File: src/rtl/button_event_arbiter_if.sv
// rtl/button_event_arbiter_if.sv - key event valid/ready handshake between button front-end and calculator core
interface button_event_arbiter_if #(
  parameter int CODE_W = 2
) ();
  logic              o_key_valid;
  logic [CODE_W-1:0] o_key_code;
  logic              i_key_ready;

  modport master (output o_key_valid, output o_key_code, input i_key_ready);
  modport slave  (input o_key_valid, input o_key_code, output i_key_ready);
endinterface

File: src/rtl/button_event_arbiter.sv
// rtl/button_event_arbiter.sv - button sync/debounce, press-event queueing and round-robin key delivery
module button_event_arbiter #(
  parameter int NUM_BUTTONS     = 4,
  parameter int DEBOUNCE_CYCLES = 250000,
  parameter int CNT_W           = 18,
  parameter int CODE_W          = (NUM_BUTTONS > 1) ? $clog2(NUM_BUTTONS) : 1
) (
  input  logic                   clk,
  input  logic                   rst_n,
  input  logic [NUM_BUTTONS-1:0] i_buttons,
  input  logic                   i_clear_overrun,
  output logic [NUM_BUTTONS-1:0] o_pressed,
  output logic                   o_overrun,
  button_event_arbiter_if.master key
);

  typedef enum logic {S_IDLE, S_PRESENT} state_t;

  state_t                 r_state;
  logic [NUM_BUTTONS-1:0] r_sync1;
  logic [NUM_BUTTONS-1:0] r_sync2;
  logic [NUM_BUTTONS-1:0] r_stable;
  logic [NUM_BUTTONS-1:0] r_stable_d;
  logic [NUM_BUTTONS-1:0] r_pending;
  logic [CNT_W-1:0]       r_cnt [NUM_BUTTONS];
  logic [CODE_W-1:0]      r_last_grant;

  logic [NUM_BUTTONS-1:0] w_press;
  logic [NUM_BUTTONS-1:0] w_gnt_vec;
  logic                   w_gnt_found;
  logic [CODE_W-1:0]      w_gnt_idx;
  logic                   w_grant;
  logic                   w_drop;

  // Index 'off' positions after 'base', wrapping at NUM_BUTTONS (off is 1..NUM_BUTTONS).
  function automatic logic [CODE_W-1:0] rr_idx(input logic [CODE_W-1:0] base, input int off);
    int s;
    s = int'(base) + off;
    if (s >= NUM_BUTTONS) s -= NUM_BUTTONS;
    return CODE_W'(s);
  endfunction

  always_ff @(posedge clk or negedge rst_n) begin
    if (!rst_n) begin
      r_sync1    <= '0;
      r_sync2    <= '0;
      r_stable   <= '0;
      r_stable_d <= '0;
      for (int i = 0; i < NUM_BUTTONS; i++) r_cnt[i] <= '0;
    end else begin
      r_sync1    <= i_buttons;
      r_sync2    <= r_sync1;
      r_stable_d <= r_stable;
      for (int i = 0; i < NUM_BUTTONS; i++) begin
        if (r_sync2[i] == r_stable[i]) begin
          r_cnt[i] <= '0;
        end else if (r_cnt[i] == CNT_W'(DEBOUNCE_CYCLES - 1)) begin
          r_stable[i] <= r_sync2[i];
          r_cnt[i]    <= '0;
        end else begin
          r_cnt[i] <= r_cnt[i] + 1'b1;
        end
      end
    end
  end

  assign o_pressed = r_stable;
  assign w_press   = r_stable & ~r_stable_d;

  // The arbiter only sees registered pending bits, so a fresh press waits one cycle.
  always_comb begin
    w_gnt_found = 1'b0;
    w_gnt_idx   = '0;
    for (int k = 1; k <= NUM_BUTTONS; k++) begin
      if (!w_gnt_found && r_pending[rr_idx(r_last_grant, k)]) begin
        w_gnt_found = 1'b1;
        w_gnt_idx   = rr_idx(r_last_grant, k);
      end
    end
  end

  assign w_grant = (r_state == S_IDLE) && w_gnt_found;

  always_comb begin
    w_gnt_vec = '0;
    if (w_grant) w_gnt_vec[w_gnt_idx] = 1'b1;
  end

  assign w_drop = |(w_press & r_pending & ~w_gnt_vec);

  always_ff @(posedge clk or negedge rst_n) begin
    if (!rst_n) begin
      r_state         <= S_IDLE;
      r_pending       <= '0;
      r_last_grant    <= CODE_W'(NUM_BUTTONS - 1);
      key.o_key_valid <= 1'b0;
      key.o_key_code  <= '0;
      o_overrun       <= 1'b0;
    end else begin
      r_pending <= (r_pending & ~w_gnt_vec) | w_press;

      if (w_drop) o_overrun <= 1'b1;
      else if (i_clear_overrun) o_overrun <= 1'b0;

      case (r_state)
        S_IDLE: begin
          if (w_gnt_found) begin
            key.o_key_valid <= 1'b1;
            key.o_key_code  <= w_gnt_idx;
            r_last_grant    <= w_gnt_idx;
            r_state         <= S_PRESENT;
          end
        end
        S_PRESENT: begin
          if (key.i_key_ready) begin
            key.o_key_valid <= 1'b0;
            r_state         <= S_IDLE;
          end
        end
        default: r_state <= S_IDLE;
      endcase
    end
  end

endmodule
File: src/flat_wrapper.sv
// flat-port wrapper written by rule: the top's interface ports become plain ports
module button_event_arbiter_flat 
#(
  parameter int NUM_BUTTONS     = 4,
  parameter int DEBOUNCE_CYCLES = 250000,
  parameter int CNT_W           = 18,
  parameter int CODE_W          = (NUM_BUTTONS > 1) ? $clog2(NUM_BUTTONS) : 1
)
  (clk, rst_n, i_buttons, i_clear_overrun, o_pressed, o_overrun, key_o_key_valid, key_o_key_code, key_i_key_ready);
  button_event_arbiter_if #(.CODE_W(CODE_W)) key_i ();
  input  logic clk;
  input  logic rst_n;
  input  logic [NUM_BUTTONS-1:0] i_buttons;
  input  logic i_clear_overrun;
  output logic [NUM_BUTTONS-1:0] o_pressed;
  output logic o_overrun;
  output wire logic [$bits(key_i.o_key_valid)-1:0] key_o_key_valid;
  output wire logic [$bits(key_i.o_key_code)-1:0] key_o_key_code;
  input wire logic [$bits(key_i.i_key_ready)-1:0] key_i_key_ready;
  assign key_o_key_valid = key_i.o_key_valid;
  assign key_o_key_code = key_i.o_key_code;
  assign key_i.i_key_ready = key_i_key_ready;
  button_event_arbiter #(.NUM_BUTTONS(NUM_BUTTONS), .DEBOUNCE_CYCLES(DEBOUNCE_CYCLES), .CNT_W(CNT_W), .CODE_W(CODE_W)) u_core (.clk(clk), .rst_n(rst_n), .i_buttons(i_buttons), .i_clear_overrun(i_clear_overrun), .o_pressed(o_pressed), .o_overrun(o_overrun), .key(key_i));
endmodule
File: config.mk
export PLATFORM = sky130hd
export DESIGN_NAME = button_event_arbiter_flat
export DESIGN_NICKNAME = d
export VERILOG_FILES = /design/src/rtl/button_event_arbiter_if.sv /design/src/rtl/button_event_arbiter.sv /design/src/flat_wrapper.sv
export SDC_FILE = /design/constraint.sdc
export NUM_CORES = 1
export LEC_CHECK = 0
export BUFFER_PORTS_ARGS = -buffer_cell sky130_fd_sc_hd__buf_4
export CORE_ASPECT_RATIO = 1.2
export CORE_MARGIN = 1.5
export CORE_UTILIZATION = 40
export DETAILED_ROUTE_END_ITERATION = 7
export PLACE_DENSITY = 0.61
export SYNTH_ARGS = -nofsm -noshare
export SYNTH_HDL_FRONTEND = slang
export SYNTH_SLANG_ARGS = --single-unit
File: constraint.sdc
create_clock -name clk -period 2 [get_ports clk]
set_clock_uncertainty 0.15 [all_clocks]
set_input_delay 0.4 -clock clk [delete_from_list [all_inputs] [get_ports clk]]
set_output_delay 0.4 -clock clk [all_outputs]
set_load 0.1 [all_outputs]
==> impl_metrics.ini <==
[run_status]
status = finished, final reports clean

[floorplanning]
num_rows = 42
die_w_um = 100
initial_core_util = 0.411
die_y_um = 120
pin_count = 16
core_area_sq_um = 11000
dieArea_sq_um = 12000

[power_and_ir_drop]
seqPwrFrac = 0.503
ir_drop_v = 0.000594
clock_power_share = 0.459
p_leak_nw = 2.35
power_switching_w = 0.000861
power.density_nw_per_um2 = 771
swShare = 0.211
p_comb_frac = 0.037
p_int_w = 0.00322

[timing]
slew_headroom = 0.663
tightest_slew_ps = 506
drv_slew = 0
fin_hold_ws_ps = 82.8
rsz0062_at_grt = true
fmax_ghz = 0.526
period_minus_slack_ps = 1900
final-hold-violation-count = 0
setup_ws_ps = 98.3
setup_violations = 0
fin_crit_sh = 0.951

[detailed_routing]
wl_met1_mm = 3.83
vias = 3119
antenna_left = 0
drc = 0
detail_route.wl_per_cell_um = 13.2
drt_pre_antenna_iters = 4
viasPerCell = 5.06
drtIter0Drc = 120
drt_wl_total_mm = 8.13
dr_wl_met2_mm = 4.00
topRoutingLayerUsed = met4
wl_met3_um = 198

[placement]
routabilityCongestion = 0.768
dpl.hpwl_mm = 5.57
port_buffers = 15
pre_cts_ws_ps = 37.1
detailed_place.area_sq_um = 4910

[setup_path]
slowest_delay_ps = 620
crit_buf_inv = 0
cp-start-kind = flop
cp_max_fo = 9
critPathSlowestCell = dfstp_2
path_cells = nand2_1 -> o311ai_1 -> o211ai_1 -> a32oi_1 -> o221ai_1
cp_top_family = compound AO/OA/AOI/OAI gates
worstPathArrival_ps = 1960
required_ps = 2060
critPathKind = reg2reg
end_kind = flop

[logic_synthesis]
synthDominantCellAreaShare = 0.535
syn_nets = 454
synthFlopType = dfrtp_1
ys_ff_latch = 99
ys_types = 51
synth-seq-area-share = 0.547
yosysWarnings = 0
synth_edf_count = 0
async_flop_share = 1.00
synthesis.area_sq_um = 4530
avgSynthCellArea_sq_um = 10.3
synth.top_cells.by_area = dfrtp_1, nor2_1, xor2_1
yosysTopAreaCell = dfrtp_1
syn_inst = 442

[global_route]
antenna_found_initial = 0
grt.total_usage = 0.153
grt_pass1_vias = 3189
grt_max_degree = 39
grt_pass1_wl_mm = 14.5
grt_overflow = 0

[cts]
cts_tree = built
postCtsSetupBuffers = 0
cts_sinks = 99
htreeDepth = 3
ctsRootBufferMaster = clkbuf_16
clock_latency_ps = 350
numCtsBuffers = 9
clk_pin_slew_ps = 70
clockBufferDepth = 2

[finish]
finalInstanceArea_sq_um = 5300
diodes = 0
syn_to_final_growth_pct = 16.9
drive_gt1_frac = 0.126
final_core_utilization = 0.480
final_common_cell = dfrtp_1
fin_nets = 491
final_cell_mix = dfrtp_1, nor2_1, xor2_1

[job]
maxCapViolations = 0

[hold_path]
hp-class = in2reg
## metrics by stage
step           std cells  power [W]  setup TNS [ps]
6_report             616    0.00409               0
5_1_grt              616    0.00426           -30.1
4_1_cts              616    0.00416               0
3_5_place_dp         595    0.00224               0
3_3_place_gp         595    0.00224               0
2_1_floorplan        442    0.00216               0
## layout make-up
type | instances | area [sq um]
repair buffers | 35 | 325
well taps | 132 | 165
clock inverters | 6 | 88.8
inverters | 13 | 48.8
clock buffers | 10 | 239
fillers | 1010 | 5740
flip-flops and latches | 99 | 2480
multi-input cells | 321 | 1950
## kinds of logic (layout without fill, tap and decap cells)
group	Yosys count	in the layout	synth area share
simple gates	220	220	0.237
flops	99	99	0.547
xor+xnor	68	68	0.131
compound gates	25	25	0.0386
buf+inv	22	64	0.0243
fa+ha+maj	4	4	0.0110
mux	4	4	0.0105
## flip-flops by register name, indices dropped and copies added, names as in the netlist
name	flops
u_core.key.o_key_code	2
u_core.key.o_key_valid	1
u_core.o_overrun	1
u_core.o_pressed	4
u_core.r_cnt	72
u_core.r_last_grant	2
u_core.r_pending	4
u_core.r_stable_d	4
u_core.r_state	1
u_core.r_sync1	4
u_core.r_sync2	4
## power by group through the flow
| stage | combinational [W] | sequential (W) | clock (W) |
|---|---|---|---|
| global placement | 0.000145 | 0.00209 | 0 |
| finish | 0.000152 | 0.00206 | 0.00188 |
| detailed placement | 0.000148 | 0.00209 | 0 |
| global route | 0.000175 | 0.00206 | 0.00203 |
| floorplan | 0.0000708 | 0.00209 | 0 |
| CTS | 0.000157 | 0.00206 | 0.00194 |
## worst paths after layout
path	cells after the start	to	from	slack [ps]
max in group asynchronous	3	u_core.r_last_grant[0]	rst_n	660
worst min register to register	0	u_core.r_sync2[0]	u_core.r_sync1[0]	200
worst max register to register	5	u_core.o_overrun	u_core.r_last_grant[1]	100
worst max-delay path	5	u_core.o_overrun	u_core.r_last_grant[1]	100
min in group asynchronous	2	u_core.r_cnt[14]	rst_n	420
worst min-delay path	2	u_core.r_state	key_i_key_ready	80
## cell usage after synthesis (2+ instances only)
master    instances
nand3_1          24
ha_1              4
inv_1            13
nor4_1            5
a21o_1            3
nand4_1          18
a21oi_1           5
and4_1            4
clkbuf_1          2
xnor2_1          31
o21ai_0           4
dfrtp_1          97
xor2_1           37
nor2b_1           2
nor4b_2           2
and3_1           10
o31ai_1           2
nand2b_1          5
dfstp_2           2
nor3_1            7
buf_4             5
or3_1             2
and2_1            3
mux2_2            2
nand2_1          31
nor2_1           97
## timing repair
item                       in CTS  in global routing
hold buffers                    5                  0
setup endpoints to repair       0                 19
hold endpoints to repair       38                  0
gates resized for setup         0                  3
## metal layers
layer,global-route usage,up-vias
li1,-,1553
met1,0.195,1534
met2,0.247,24
met3,0.0414,8
met4,0.0563,0
met5,0,-
## worst reg2reg max path: stages (launching register included)
cell      delay (ps)
dfstp_2          620
nand2_1           90
o311ai_1         390
o211ai_1         190
a32oi_1          200
o221ai_1         130
Note: power is estimated with default switching activity, not from simulation.
